===== src/rtl/axi4_lite_pkg.sv =====
// Shared AXI4-Lite definitions: response codes, master FSM states, default PROT.
package axi4_lite_pkg;

  localparam logic [1:0] RESP_OKAY   = 2'b00;
  localparam logic [1:0] RESP_EXOKAY = 2'b01;
  localparam logic [1:0] RESP_SLVERR = 2'b10;
  localparam logic [1:0] RESP_DECERR = 2'b11;

  localparam logic [2:0] PROT_DEFAULT = 3'b000;

  typedef enum logic [2:0] {
    ST_IDLE,
    ST_WR,
    ST_WRESP,
    ST_RA,
    ST_RD,
    ST_DONE
  } state_t;

  function automatic logic resp_is_err(input logic [1:0] resp);
    logic err;
    case (resp)
      RESP_OKAY, RESP_EXOKAY:   err = 1'b0;
      RESP_SLVERR, RESP_DECERR: err = 1'b1;
      default:                  err = 1'b1;
    endcase
    return err;
  endfunction

endpackage


===== src/rtl/axi4_lite_master_if.sv =====
// AXI4-Lite master: turns level write/read requests into single AXI transactions,
// one outstanding at a time, and reports completion with a one-cycle oDONE pulse.
module axi4_lite_master_if
  import axi4_lite_pkg::*;
#(
  parameter int ADDR_WIDTH = 32,
  parameter int DATA_WIDTH = 32
) (
  input  logic                    iCLK,
  input  logic                    iRST,
  input  logic                    w_REQ,
  input  logic                    r_REQ,
  input  logic [ADDR_WIDTH-1:0]   w_ADDR,
  input  logic [DATA_WIDTH-1:0]   w_DATA,
  input  logic [ADDR_WIDTH-1:0]   r_ADDR,
  output logic                    oDONE,
  output logic                    oERR,
  output logic [DATA_WIDTH-1:0]   r_DATA,
  output logic [ADDR_WIDTH-1:0]   M_AWADDR,
  output logic [2:0]              M_AWPROT,
  output logic                    M_AWVALID,
  input  logic                    M_AWREADY,
  output logic [DATA_WIDTH-1:0]   M_WDATA,
  output logic [DATA_WIDTH/8-1:0] M_WSTRB,
  output logic                    M_WVALID,
  input  logic                    M_WREADY,
  input  logic [1:0]              M_BRESP,
  input  logic                    M_BVALID,
  output logic                    M_BREADY,
  output logic [ADDR_WIDTH-1:0]   M_ARADDR,
  output logic [2:0]              M_ARPROT,
  output logic                    M_ARVALID,
  input  logic                    M_ARREADY,
  input  logic [DATA_WIDTH-1:0]   M_RDATA,
  input  logic [1:0]              M_RRESP,
  input  logic                    M_RVALID,
  output logic                    M_RREADY
);

  state_t                  state;
  logic                    aw_done;
  logic                    w_done;
  logic [ADDR_WIDTH-1:0]   addr_q;
  logic [DATA_WIDTH-1:0]   data_q;
  logic                    aw_fire;
  logic                    w_fire;

  assign aw_fire = M_AWVALID & M_AWREADY;
  assign w_fire  = M_WVALID & M_WREADY;

  // One latched address serves both channels since only one transfer is in flight.
  assign M_AWADDR = addr_q;
  assign M_ARADDR = addr_q;
  assign M_WDATA  = data_q;
  assign M_WSTRB  = '1;
  assign M_AWPROT = PROT_DEFAULT;
  assign M_ARPROT = PROT_DEFAULT;

  always_ff @(posedge iCLK or negedge iRST) begin
    if (!iRST) begin
      state     <= ST_IDLE;
      aw_done   <= 1'b0;
      w_done    <= 1'b0;
      addr_q    <= '0;
      data_q    <= '0;
      r_DATA    <= '0;
      oDONE     <= 1'b0;
      oERR      <= 1'b0;
      M_AWVALID <= 1'b0;
      M_WVALID  <= 1'b0;
      M_BREADY  <= 1'b0;
      M_ARVALID <= 1'b0;
      M_RREADY  <= 1'b0;
    end else begin
      oDONE <= 1'b0;
      oERR  <= 1'b0;
      case (state)
        ST_IDLE: begin
          if (w_REQ) begin
            addr_q    <= w_ADDR;
            data_q    <= w_DATA;
            aw_done   <= 1'b0;
            w_done    <= 1'b0;
            M_AWVALID <= 1'b1;
            M_WVALID  <= 1'b1;
            state     <= ST_WR;
          end else if (r_REQ) begin
            addr_q    <= r_ADDR;
            M_ARVALID <= 1'b1;
            state     <= ST_RA;
          end
        end
        ST_WR: begin
          if (aw_fire) begin
            M_AWVALID <= 1'b0;
            aw_done   <= 1'b1;
          end
          if (w_fire) begin
            M_WVALID <= 1'b0;
            w_done   <= 1'b1;
          end
          // Both handshakes may land in the same cycle, or in either order.
          if ((aw_done || aw_fire) && (w_done || w_fire)) begin
            M_BREADY <= 1'b1;
            state    <= ST_WRESP;
          end
        end
        ST_WRESP: begin
          if (M_BVALID) begin
            M_BREADY <= 1'b0;
            oDONE    <= 1'b1;
            oERR     <= resp_is_err(M_BRESP);
            state    <= ST_DONE;
          end
        end
        ST_RA: begin
          if (M_ARREADY) begin
            M_ARVALID <= 1'b0;
            M_RREADY  <= 1'b1;
            state     <= ST_RD;
          end
        end
        ST_RD: begin
          if (M_RVALID) begin
            M_RREADY <= 1'b0;
            r_DATA   <= M_RDATA;
            oDONE    <= 1'b1;
            oERR     <= resp_is_err(M_RRESP);
            state    <= ST_DONE;
          end
        end
        ST_DONE: state <= ST_IDLE;
        default: state <= ST_IDLE;
      endcase
    end
  end

endmodule


===== config.mk =====
export PLATFORM = sky130hd
export DESIGN_NAME = axi4_lite_master_if
export DESIGN_NICKNAME = d
export VERILOG_FILES = /design/src/rtl/axi4_lite_pkg.sv /design/src/rtl/axi4_lite_master_if.sv
export SDC_FILE = /design/constraint.sdc
export NUM_CORES = 1
export LEC_CHECK = 0
export CAP_MARGIN = 15
export CORE_UTILIZATION = 35
export CTS_CLUSTER_SIZE = 40
export DETAILED_ROUTE_END_ITERATION = 8
export PLACE_DENSITY = 0.81
export SYNTH_ARGS = -nofsm -noshare
export SYNTH_HDL_FRONTEND = slang
export SYNTH_SLANG_ARGS = --single-unit

===== constraint.sdc =====
create_clock -name iCLK -period 1.6 [get_ports iCLK]
set_input_delay 0.48 -clock iCLK [delete_from_list [all_inputs] [get_ports iCLK]]
set_output_delay 0.48 -clock iCLK [all_outputs]
set_load 0.01 [all_outputs]

# Word level (Yosys, flattened, before mapping)
# Cells that the tools add are included.
# W data, S select, Z words.
[word_totals]
register_bits = 108
in_bits = 141
word_cells = 96
[op_classes]
eq_ne = 20
muxes = 37
n_bitwise = 2
n_reduce_logical = 24
[ops]
columns = ["cell", "n"]
rows = [
  ["$mux W32", 2],
  ["$pmux W1 S2", 11],
  ["$mux W3", 6],
  ["$ne A2 B2 Y1 const B", 9],
  ["$mux W1", 17],
  ["$pmux W3 S5", 1],
  ["$reduce_and A3 Y1", 4],
  ["$reduce_bool A2 Y1", 5],
  ["$eq A2 B2 Y1 const B", 4],
  ["$reduce_or A2 Y1", 4],
  ["$eq A3 B2 Y1 const B", 2],
  ["$reduce_and A2 Y1", 3],
  ["$reduce_and A5 Y1", 1],
  ["$eq A2 B1 Y1 const B", 2],
  ["$logic_not A2 Y1", 2],
  ["$reduce_and A4 Y1", 1],
  ["$eq A3 B1 Y1 const B", 1],
  ["$eq A3 B3 Y1 const B", 1],
  ["$logic_not A3 Y1", 1],
  ["$ne A3 B3 Y1 const B", 1],
  ["$and A1 B1 Y1", 2],
  ["$logic_or A1 B1 Y1", 2],
  ["$logic_and A1 B1 Y1", 1],
]

# Logic depth before layout (Yosys ltp)
# Gate-level depths: netlist (run 1).
[logic_depth]
word_depth = 5
depth_mapped = 5

# Worst setup path after synthesis (run 1)
# OpenSTA, ideal clock, no wires.
[synth_timing]
kind = "input-to-reg"
from = "input port w_REQ"
to = "register addr_q[0], in the netlist M_ARADDR[0]"
setup_ns = 0.125
arrival_time_ns = 1.570
required_ns = 1.475
setup_slack_ns = -0.095
cell_stages = 4
n_path_buf = 2
cell_sequence = "buf_4 -> clkbuf_1 -> mux2_2 -> mux2_2"
[synth_between]
elab_chain_len = 2
word_cells_on_any_way = 3
[synth_rtl]
columns = ["item", "line_no", "source"]
rows = [
  ["start: declaration", "axi4_lite_master_if.sv:11", "input logic w_REQ,"],
  ["$reduce_bool A2 Y1 (no line)", "n/a", ""],
  ["$reduce_and A2 Y1 (no line)", "n/a", ""],
  ["end signal: assignment", "axi4_lite_master_if.sv:80", "addr_q <= w_ADDR;"],
  ["end signal: assignment", "axi4_lite_master_if.sv:88", "addr_q <= r_ADDR;"],
  ["end: declaration", "axi4_lite_master_if.sv:43", "logic [ADDR_WIDTH-1:0] addr_q;"],
]
# Parallel ways exist; a longest one is shown, timed or not.
# A chain may end at the register's enable or synchronous reset.

# Final worst setup path (run 1)
[layout_timing]
from = "register state[0]"
to = "register data_q[13], in the netlist M_WDATA[13]"
[layout_between]
elab_chain_len = 2
[layout_rtl]
columns = ["item", "line_no", "source"]
rows = [
  ["start: declaration", "axi4_lite_master_if.sv:40", "state_t state;"],
  ["start signal: assignment", "axi4_lite_master_if.sv:61", "state <= ST_IDLE;"],
  ["start signal: assignment", "axi4_lite_master_if.sv:86", "state <= ST_WR;"],
  ["start signal: assignment", "axi4_lite_master_if.sv:90", "state <= ST_RA;"],
  ["$logic_not A3 Y1", "axi4_lite_master_if.sv:77", "case (state)"],
  ["$reduce_and A2 Y1 (no line)", "n/a", ""],
  ["end signal: assignment", "axi4_lite_master_if.sv:81", "data_q <= w_DATA;"],
  ["end: declaration", "axi4_lite_master_if.sv:44", "logic [DATA_WIDTH-1:0] data_q;"],
]
# Every way passes these cells.

==> impl_metrics.json, run 1 <==
{
  "worst-path-max-fanout": 8,
  "whs_ns": 0.496,
  "yosysSeqAreaShare_pct": 53.9,
  "synth_area_um2": 5020,
  "leakage_nw": 3.69,
  "grt_max_degree": 54,
  "syn_inst": 347,
  "grt_first_pass_wirelength_um": 19900,
  "rows": 43,
  "finalMaxSlewViolations": 0,
  "drive_gt1_share_pct": 28.6,
  "cts_buffers": 9,
  "core-area_um2": 13900,
  "post-place-ws_ns": -0.544,
  "io_pins": 286,
  "critPathLaunchType": "flop",
  "rsz0062_at_grt": "yes",
  "hpwl_um": 9690,
  "synth_common_cells": "dfrtp_1, mux2_2, buf_4",
  "diodes": 0,
  "ff2ff_path_depth": 4,
  "clock_path_buffers": 2,
  "dieArea_um2": 14800,
  "cts.sinks": 108,
  "antenna_found_initial": 0,
  "drc_errors": 0,
  "synthTopCellsByArea": "dfrtp_1, mux2_2, mux2_4",
  "overflow": 0,
  "status": "completed",
  "yosysWarnings": 0,
  "nNetsFinal": 745,
  "achievable-frequency_ghz": 0.637,
  "place_area_um2": 7830,
  "numPortBuffers": 273,
  "place_inst": 765,
  "wirelength_um": 13000,
  "ir_drop_mv": 0.827,
  "routabilityCongestion": 0.739,
  "avgSynthCellArea_um2": 14.5,
  "synth.distinct_cells": 33,
  "skew_ns": 0.00849,
  "synth_largest_area_cell": "dfrtp_1",
  "ys_seq_elements": 108,
  "clk_latency_ns": 0.34,
  "clockRootBuffer": "clkbuf_16",
  "yosysTopAreaCellShare_pct": 53.9,
  "min_from": "aw_done",
  "worstPathRequired_ns": 1.83,
  "finalCriticalPeriod_ns": 1.57,
  "startpoint": "state[0]",
  "power.density_nw_per_um2": 1760,
  "wl_per_cell_um": 16.5,
  "vias_per_cell": 4.60,
  "start_util_pct": 36.0,
  "synth_ff_type": "dfrtp_1",
  "cp.arrival_ns": 1.80,
  "num_vias": 3621,
  "path_clk_slew_ns": 0.07,
  "h-tree-depth": 3,
  "async_flop_share_pct": 100,
  "die_w_um": 122,
  "worstHoldPathCells": 1,
  "finalPower_mw": 14.2,
  "grt_util_all_layers_pct": 17.8,
  "cap_violations": 0,
  "final_cells": 788,
  "first_iter_violations": 104,
  "final-setup-viol-count": 0,
  "fin_area_um2": 8080,
  "syn2layout_area_growth_pct": 61.0,
  "dr.pass1.iters": 4,
  "synth_edf_count": 0,
  "synth.most_common_cell": "dfrtp_1",
  "finalHoldViolations": 0,
  "cp-end-kind": "flop",
  "rrSetupSlack_ns": 0.03,
  "final_antenna_net_count": 0,
  "finalCritPeriodShare_pct": 98.2,
  "r2r-start": "state[0]",
  "worst_slack_ns": 0.0290,
  "hold_path_class": "flop to flop",
  "cts_tree": "done",
  "fp.dieH_um": 122,
  "grt_pass1_vias": 3868,
  "crit_type": "flop to flop"
}
-- layout make-up --
cell class	instances	area [µm²]
Clock inverter	4	73.8
Fill cell	1181	5860
Clock buffer	11	243
Sequential cell	108	2700
Tap cell	180	225
Timing Repair Buffer	297	2860
Multi-Input combinational cell	186	1960
Inverter	2	7.51
-- worst max-delay path: stages, from the launching register on --
cell and delay (ns):
dfrtp_1 0.43, nor4b_4 0.32, buf_4 0.19, buf_4 0.21, mux2_4 0.31
-- cells by family (layout without fill, tap and decap cells) --
family	Yosys count	after routing	synth area share, %
other	2	10	0.150
muxes	129	129	31.0
buffers and inverters	61	314	9.03
DFF	108	108	53.9
AOI/OAI and AO/OA	18	18	2.47
and+or+nand+nor	29	29	3.44
-- cells in the final DEF, fill, tap and decap left out, drive strengths merged, types with 3 or more instances in the layout --
master,instances
a21oi,3
and3,3
buf,25
clkbuf,12
clkdlybuf4s50,136
conb,10
dfrtp,108
dlygate4sd2,133
mux2,129
nand2,5
nor2,8
o21ai,5
-- path summary, 6_finish.rpt --
path / to
min in group asynchronous: r_DATA[20]
hold reg to reg: aw_done
setup reg to reg: M_WDATA[13]
hold / removal: aw_done
max in group asynchronous: M_ARVALID
setup / recovery: M_WDATA[13]
-- metal layers --
metal / track usage, % / wire [µm] / up-vias
met5: 0 / 0 / -
met4: 7.48 / 278 / 0
met3: 4.35 / 792 / 18
met2: 33.6 / 7150 / 154
met1: 18.6 / 4760 / 1774
li1: - / - / 1675
-- per-stage QoR --
stage               utilization, %  setup TNS [ns]
floorplan                        -           -1.98
global route                  58.0          -0.644
detailed placement            56.2          -41.11
global placement              56.2          -38.87
finish                        58.0               0
CTS                           57.8          -0.233
-- report_power, final --
part           internal [mW]  leakage (nW)  total (mW)  switching [mW]
registers               4.11          1.29        4.96           0.851
logic                   4.11          2.25        6.92            2.81
clock network           1.41         0.156        2.34           0.932
total                   9.62          3.69        14.2            4.59
-- registers in the layout (all words and copies together) (netlist names) --
name / cells
M_ARVALID: 1
state: 3
r_DATA: 32
oERR: 1
w_done: 1
M_WDATA: 32
M_BREADY: 1
M_ARADDR: 32
M_AWVALID: 1
aw_done: 1
M_WVALID: 1
M_RREADY: 1
oDONE: 1
-- timing repair --
item	CTS	global route
hold buffers	1	0
gates resized for setup	142	3
endpoints found under the hold margin	14	0
buffers inserted	4	1
setup endpoints to repair	199	38
pin swaps	1	1
cloned	2	1
(Power assumes the default switching activity.)
==> run 2: changes to the inputs <==
- CELL_PAD_IN_SITES_DETAIL_PLACEMENT: not set -> 1
- CELL_PAD_IN_SITES_GLOBAL_PLACEMENT: not set -> 2
- DONT_BUFFER_PORTS: not set -> 1
- PLACE_DENSITY: 0.81 -> 0.74
==> run 2 against run 1 <==
Compared with the run above:
- register-to-register slack barely moved
- clock power rose by 3%
- routed wire length fell by 20%
- global-route usage fell by 4.3 points
- the run now ends with hold timing left
- die area did not move
==> impl_metrics.json, run 2 (synthesized netlist as in run 1, its figures left out) <==
{
  "cts.sinks": 108,
  "multi_input_area_um2": 1970,
  "r2r-start": "state[0]",
  "whs_ns": -0.178,
  "hold_path_class": "primary input to async pin",
  "ff2ff_path_depth": 4,
  "power.density_nw_per_um2": 2190,
  "worstPathRequired_ns": 1.84,
  "clock_path_buffers": 2,
  "worst_slack_ns": 0.0408,
  "drive_gt1_share_pct": 50.6,
  "cap_violations": 0,
  "path_clk_slew_ns": 0.07,
  "finalCriticalPeriod_ns": 1.56,
  "h-tree-depth": 3,
  "final_cells": 504,
  "drc_errors": 0,
  "finalMaxSlewViolations": 0,
  "final_cell_mix": "dfrtp_1, mux2_2, mux2_4",
  "num_vias": 2597,
  "ir_drop_mv": 0.960,
  "post-place-ws_ns": -0.0245,
  "achievable-frequency_ghz": 0.641,
  "dieArea_um2": 14800,
  "wirelength_um": 10300,
  "worst-path-max-fanout": 17,
  "grt_max_degree": 109,
  "wl_per_cell_um": 20.5,
  "regArea_um2": 2710,
  "status": "complete, but fails checks",
  "skew_ns": 0.00735,
  "core-area_um2": 13900,
  "cp-end-kind": "flop",
  "final-setup-viol-count": 0,
  "fill_cells": 1429,
  "place_inst": 486,
  "numPortBuffers": 0,
  "die_w_um": 122,
  "finalHoldViolations": 108,
  "startpoint": "state[0]",
  "diodes": 0,
  "violations": "hold timing",
  "start_util_pct": 36.0,
  "io_pins": 286,
  "crit_type": "flop to flop",
  "finalCritPeriodShare_pct": 97.5,
  "final_util_pct": 38.9,
  "routabilityCongestion": 0.707,
  "vias_per_cell": 5.15,
  "final_antenna_net_count": 0,
  "cts_tree": "done",
  "clk_latency_ns": 0.35,
  "nNetsFinal": 461,
  "hpwl_um": 7370,
  "rsz0062_at_grt": "yes",
  "first_iter_violations": 105,
  "rows": 43,
  "antenna_found_initial": 0,
  "syn2layout_area_growth_pct": 7.91,
  "fp.dieH_um": 122,
  "clockRootBuffer": "clkbuf_16",
  "cts_buffers": 9,
  "dr.pass1.iters": 3,
  "overflow": 0,
  "grt_util_all_layers_pct": 13.5,
  "fin_area_um2": 5410,
  "cp.arrival_ns": 1.80,
  "leakage_nw": 2.34,
  "place_area_um2": 5020,
  "critPathLaunchType": "flop",
  "final_common_cell": "dfrtp_1",
  "grt_pass1_vias": 2749,
  "grt_first_pass_wirelength_um": 14800
}
==> run 2: repair_timing <==
item / CTS / global route
hold endpoints to repair: 108 / 108
pin swaps: 0 / 1
buffers inserted: 0 / 1
resized for setup: 3 / 4
setup endpoints to repair: 46 / 57
cloned: 0 / 2
==> run 2: power breakdown <==
part	internal, mW	switching [mW]
clock	1.45	0.958
combinational	2.20	1.08
sequential	4.11	2.05
==> run 2: worst paths after layout <==
path | to | slack [ns]
worst max-delay path | M_WDATA[16] | 0.04
max in group asynchronous | M_ARADDR[28] | 1.64
worst min register to register | aw_done | 0.49
worst max register to register | M_WDATA[16] | 0.04
min in group iCLK | oERR | 0.27
worst min-delay path | M_WDATA[22] | -0.18
==> run 2: critical path: stages, from the launching register on <==
cell and delay, ns:
dfrtp_2 0.46, nor4b_4 0.27, buf_4 0.18, buf_8 0.21, mux2_4 0.32
==> run 2: metal layers <==
layer  track usage, %  wire, µm  vias up
li1                 -         -     1101
met1             13.8      3700     1321
met2             23.8      5520      164
met3             6.13       942       11
met4             5.79       163        0
met5                0         0        -
==> run 2: final cells by class <==
class,instances,area share (%)
repair buffers,13,3.28
clock buffers,12,4.74
inverters,2,0.139
clock inverters,3,1.27
multi-input cells,186,36.4
well taps,180,4.16
flip-flops and latches,108,50.0
==> run 2: stage by stage <==
stage | TNS, ns | power, mW
6_report | 0 | 11.9
5_1_grt | -0.0336 | 12.5
4_1_cts | 0 | 11.9
3_5_place_dp | -0.362 | 9.41
3_3_place_gp | -0.256 | 9.19
2_1_floorplan | -1.98 | 9.09
==> run 3: changes to the inputs <==
- TNS_END_PERCENT: not set -> 50
==> run 3 against run 2 <==
Compared with the run above:
- the flow finishes with violations (hold timing, setup timing)
- highest routed layer unchanged
- critical path depth rose by 1
- via count grew 0.73%
- core utilization increased by 0.61 points
- global-route usage grew 0.66 points
==> impl_metrics.json, run 3 (synthesized netlist as in run 1, its figures left out) <==
{
  "status": "complete, but fails checks",
  "violations": "hold timing, setup timing",
  "finalCritPeriodShare_pct": 101,
  "drc_errors": 0,
  "worstPathRequired_ns": 1.84,
  "finalMaxSlewViolations": 0,
  "antenna_found_initial": 0,
  "clk_latency_ns": 0.35,
  "slowest_stage": "dfrtp_1",
  "cp.arrival_ns": 1.86,
  "overflow": 0,
  "skew_ns": 0.0125,
  "ir_drop_mv": 0.834,
  "p_comb_share_pct": 30.0,
  "drive_gt1_share_pct": 51.2,
  "achievable-frequency_ghz": 0.616,
  "num_vias": 2616,
  "first_iter_violations": 109,
  "vias_per_cell": 5.11,
  "dr.pass1.iters": 3,
  "fp.dieH_um": 122,
  "intPower_mw": 7.65,
  "final-setup-viol-count": 26,
  "place_inst": 488,
  "whs_ns": -0.182,
  "clock_path_buffers": 2,
  "crit_top_cell": "buf_6",
  "wirelength_um": 11100,
  "p_sw_mw": 4.20,
  "syn2layout_area_growth_pct": 9.60,
  "cts_buffers": 9,
  "cap_violations": 0,
  "worst-path-max-fanout": 8,
  "grt_util_all_layers_pct": 14.2,
  "numPortBuffers": 0,
  "crit_type": "flop to flop",
  "io_pins": 286,
  "max_stage_delay_ns": 0.43,
  "start_util_pct": 36.0,
  "finalPower_mw": 11.8,
  "die_w_um": 122,
  "grt_first_pass_wirelength_um": 15600,
  "ff2ff_path_depth": 5,
  "multi_input_area_um2": 2030,
  "finalHoldViolations": 108,
  "fin_area_um2": 5500,
  "core-area_um2": 13900,
  "regArea_um2": 2700,
  "path_clk_slew_ns": 0.08,
  "wl_per_cell_um": 21.7,
  "cts.sinks": 108,
  "worst_slack_ns": -0.0233,
  "final_cells": 512,
  "rrSetupSlack_ns": -0.02,
  "clkPwrFrac_pct": 18.3,
  "final_antenna_net_count": 0,
  "diodes": 0,
  "hold_path_class": "primary input to async pin",
  "cts_tree": "done",
  "rows": 43,
  "place_area_um2": 4980,
  "r2r_end": "M_WDATA[19]",
  "final_cell_mix": "dfrtp_1, mux2_2, mux2_4",
  "finalCriticalPeriod_ns": 1.62,
  "h-tree-depth": 3,
  "share_seq_of_total_power_pct": 51.7,
  "power.density_nw_per_um2": 2150,
  "rsz0062_at_grt": "yes",
  "final_common_cell": "dfrtp_1",
  "crit_chain": "buf_6, nor4b_4, buf_6, clkbuf_16, mux2_4",
  "nNetsFinal": 468,
  "hpwl_um": 7730,
  "grt_max_degree": 109,
  "routabilityCongestion": 0.699,
  "critPathLaunchType": "flop",
  "dieArea_um2": 14800,
  "grt_pass1_vias": 2766,
  "switching_share_pct": 35.5,
  "fill_cells": 1421,
  "clockRootBuffer": "clkbuf_16",
  "leakage_nw": 2.41,
  "r2r-start": "state[1]",
  "cp-end-kind": "flop"
}
[run 3: final cells by class]
type	instances	area share, %
clock buffers	11	4.41
clock inverters	5	0.796
inverters	2	0.137
multi-input cells	186	36.8
flip-flops and latches	108	49.1
well taps	180	4.10
repair buffers	20	4.57
[run 3: worst max path at each step]
stage | start | end | slack (ns)
after floorplan | w_REQ | M_ARADDR[0] | -0.05
after global placement | state[0] | M_ARADDR[7] | -0.001
after detailed placement | state[0] | M_ARADDR[10] | -0.04
after CTS | state[1] | M_WDATA[25] | -0.01
after global routing | state[1] | M_WDATA[4] | -0.07
final | state[1] | M_WDATA[19] | -0.02
[run 3: what timing repair did]
item	CTS	global route
cloned	0	4
setup endpoints to repair	44	76
setup buffers	0	4
resized for setup	1	28
pin swaps	0	1
endpoints found under the hold margin	108	108
[run 3: metal layers]
layer	GRT usage [%]	share of wire, %	up-vias
met2	24.2	52	173
met5	0	0	-
met3	5.71	9.9	12
met1	15.2	36	1317
li1	-	-	1114
met4	7.18	1.8	0
[run 3: power groups by stage]
| stage | sequential [mW] | combinational [mW] | clock [mW] |
|---|---|---|---|
| final | 6.13 | 3.56 | 2.17 |
| after global routing | 6.36 | 3.87 | 2.31 |
| after CTS | 6.14 | 3.11 | 2.24 |
| after detailed placement | 6.16 | 3.10 | 0 |
| after global placement | 6.13 | 2.94 | 0 |
| after floorplan | 5.53 | 3.43 | 0 |
[run 3: critical path: cells and delay by family, from the launching register on]
family / cells / cell delay, ns
buf+inv: 3 / 0.52
simple gates: 1 / 0.25
flops: 1 / 0.43
mux: 1 / 0.30
[run 3: through the flow]
stage,setup TNS (ns),utilization (%),setup WS (ns)
2_1_floorplan,-1.97,-,-0.0507
3_3_place_gp,-0.00201,35.8,-0.00113
3_5_place_dp,-0.391,35.8,-0.0399
4_1_cts,-0.0685,37.9,-0.00955
5_1_grt,-1.63,39.5,-0.0672
6_report,-0.386,39.5,-0.0233
==> edit, RTL diff (settings of run 3) <==
Set the parameter `DATA_WIDTH` to 36 (it was 32).
--- a/src/rtl/axi4_lite_master_if.sv
+++ b/src/rtl/axi4_lite_master_if.sv
@@ -5,5 +5,5 @@
 #(
   parameter int ADDR_WIDTH = 32,
-  parameter int DATA_WIDTH = 32
+  parameter int DATA_WIDTH = 36
 ) (
   input  logic                    iCLK,
Interface: changed (resized M_RDATA, M_WDATA, r_DATA and w_DATA); port bits go from 286 to 302. The function was not compared with the original's and may differ.
==> edit against run 3 <==
- the flow still finishes with violations (negative hold slack, negative setup slack)
- wire length grew 11%
- sequential cell count grew 8
- hold slack lost 0.058 ns
- non-clock buffer count grew 5
- synthesized area grew 3.7%
- worst setup slack lost 0.016 ns
- fmax shrank 0.96%
- final area grew 13%
- first-iteration DRC count shrank 44%
- total power grew 24%
- global-route usage grew 0.51 points
- count of clock-buffer cells in the layout grew 6
- highest routed layer unchanged
==> edit: results (changes against run 3) <==
The final-report hold violation count was 116 (+7.4%). The total half-perimeter wirelength after legalization and detailed placement came out at 7905 um (+2.2%). The share of the yosys chip area belonging to registers is 0.5580 (+0.01931). The number of antenna violations at the first check in global routing is 0 (unchanged).

The setup clock skew after layout came out at 0.01155 ns (-0.0009602 ns). The pin count of the biggest net entering global routing came out at 117 (+7.3%). The wire length of the first global-routing pass is 16,270 um (+4.4%). The global routing met3 resource utilization is 0.08974 (+0.03263). The share of async-settable or async-resettable flops after synthesis is 1.000 (unchanged). The share of cells above drive strength 1 came out at 0.5094 (-0.002614).

The number of warnings reported in the yosys synthesis log came out at 0 (unchanged). The post-synthesis average cell area is 14.21 um^2 (-1.7%). The delay contributed by the slowest stage of the critical path came out at 0.43 ns (about the same). The setup slack after placement was -0.03979 ns (+0.0001058 ns). The cell with the largest stage delay on the worst path is sky130_fd_sc_hd__dfrtp_2. By area the synthesized netlist is led by sky130_fd_sc_hd__dfrtp_1, sky130_fd_sc_hd__mux2_2, sky130_fd_sc_hd__mux2_1. The initial DRC count is 61 (-44%). The clock insertion delay at the later pin of the skew report is 0.41 ns (+0.06 ns). The final reports fail on negative hold slack, negative setup slack. The global-route usage over all layers is 0.1471 (+0.005057). The worst hold path belongs to the class primary input to asynchronous set/reset pin. The port buffer count came out at 0 (unchanged). The arrival time of data at the critical path endpoint came out at 1.94 ns (+0.08 ns). The run finished, with violations left. The worst-case clock buffer depth is 2 (unchanged). The length of the first detailed-routing pass in iterations is 4 (+1). The count of inserted antenna diode cells is 0 (unchanged). The average routed wire per standard cell is 22.19 um (+2.1%). The via count of the first global-routing pass came out at 3,114 (+13%). The final RePlAce weighted congestion is 0.7063 (+1.0%). The count of nets after finishing came out at 507 (+8.3%).

The ratio of routed vias to standard cells is 5.265 (+3.0%). The number of unique standard cell types used by synthesis is 30 (-9.1%). The final routed wirelength across all metal layers came out at 12,320 um (+11%).

The top fanout value on the critical path is 7 (-1). The count of H-tree levels built during CTS came out at 4 (+1). The final worst-path setup slack came to -0.03910 ns (-0.01580 ns).

The worst IR drop on VDD came out at 0.8337 mV (about the same). The final-report setup violation count came out at 31 (+19%). The commonest cells after synthesis are sky130_fd_sc_hd__dfrtp_1, sky130_fd_sc_hd__mux2_2, sky130_fd_sc_hd__buf_4, sky130_fd_sc_hd__mux2_1, sky130_fd_sc_hd__buf_2.

The met1 capacity usage during global routing came out at 0.1430 (-0.008686). The clock-pin slew of the registers on the worst-case setup and hold paths came out at 0.06 ns (-0.02 ns). The met2 usage came out at 0.2486 (+0.006779).

The static leakage power came out at 0.002736 uW (+14%). The cell sitting at the root of the clock tree is a sky130_fd_sc_hd__clkbuf_16. The number of CTS-inserted buffers came out at 17 (+8). The final hold slack came to -0.2400 ns (-0.05788 ns).
[edit: cell count changes after synthesis, sizes merged, moves of 2 or more]
cell           run 3  this run
dfrtp            108       116
and3               3         1
nand3b             2         0
nor2               8         6
a21oi              3         7
clkbuf             5         3
a31oi              2         4
nor4               0         2
buf               54        57
a21o               2         0
mux2             129       137
[edit: layout make-up]
type                       instances  area (um^2)
inverter                           1        3.754
fill                            1457         8314
clock inverter                    15        217.7
clock buffer                      17        425.4
tap                              184        230.2
timing repair buffer              25        329.1
sequential                       116         2905
multi-input combinational        197         2108
[edit: worst paths after layout]
| path | end | slack [ns] | startpoint | cells after the start |
|---|---|---|---|---|
| worst max-delay path | M_WDATA[3] | -0.04 | state[1] | 5 |
| worst min-delay path | r_DATA[12] | -0.24 | iRST | 0 |
| worst max register to register | M_WDATA[3] | -0.04 | state[1] | 5 |
| worst min register to register | M_WDATA[5] | 0.56 | M_WDATA[5] | 1 |
| max in group asynchronous | M_ARADDR[28] | 1.63 | iRST | 0 |
| min in group iCLK | M_WDATA[11] | 0.20 | w_DATA[11] | 1 |
[edit: power by group]
part	switching [uW]	internal, uW
Sequential	2180	4410
Combinational	1380	2640
Clock	1450	2650
[edit: repair_timing]
item,in CTS,in global routing
gates cloned,1,6
setup buffers,2,2
endpoints found under the setup margin,68,41
gates resized for setup,2,63
pin swaps,1,1
hold endpoints to repair,116,116
[edit: logic make-up (layout without fill, tap and decap cells)]
kind of cell,after synthesis,count (layout),synth area share
compound gates,25,25,0.03030
other cells,2,10,0.001444
flops,116,116,0.5580
buf+inv,61,58,0.08369
mux,137,137,0.2965
simple gates,25,25,0.03006
[edit: critical path: cells and delay by family, from the launching register on]
family                 cells  cell delay, ns
buffers and inverters      3            0.52
AND/OR/NAND/NOR            1            0.26
flip-flops                 1            0.43
multiplexers               1            0.30
[edit: metal layers]
metal	vias to the layer above	part of all wire	wire [um]
li1	1221	-	-
met2	197	0.52	6409
met1	1490	0.36	4418
met4	0	0.014	167
met3	14	0.11	1320
met5	-	0	0
[edit: stage by stage]
step	TNS [ns]	total power (uW)	instance area (um^2)	hold WS [ns]	utilization
floorplan	-2.127	9058	5240	0.1844	-
global placement	-0.3723	9268	5174	0.1874	0.3560
detailed placement	-1.115	9492	5174	0.1870	0.3560
CTS	-0.8408	13830	5861	-0.2669	0.4032
global route	-2.686	15520	6220	-0.2739	0.4279
finish	-0.7287	14700	6220	-0.2400	0.4279
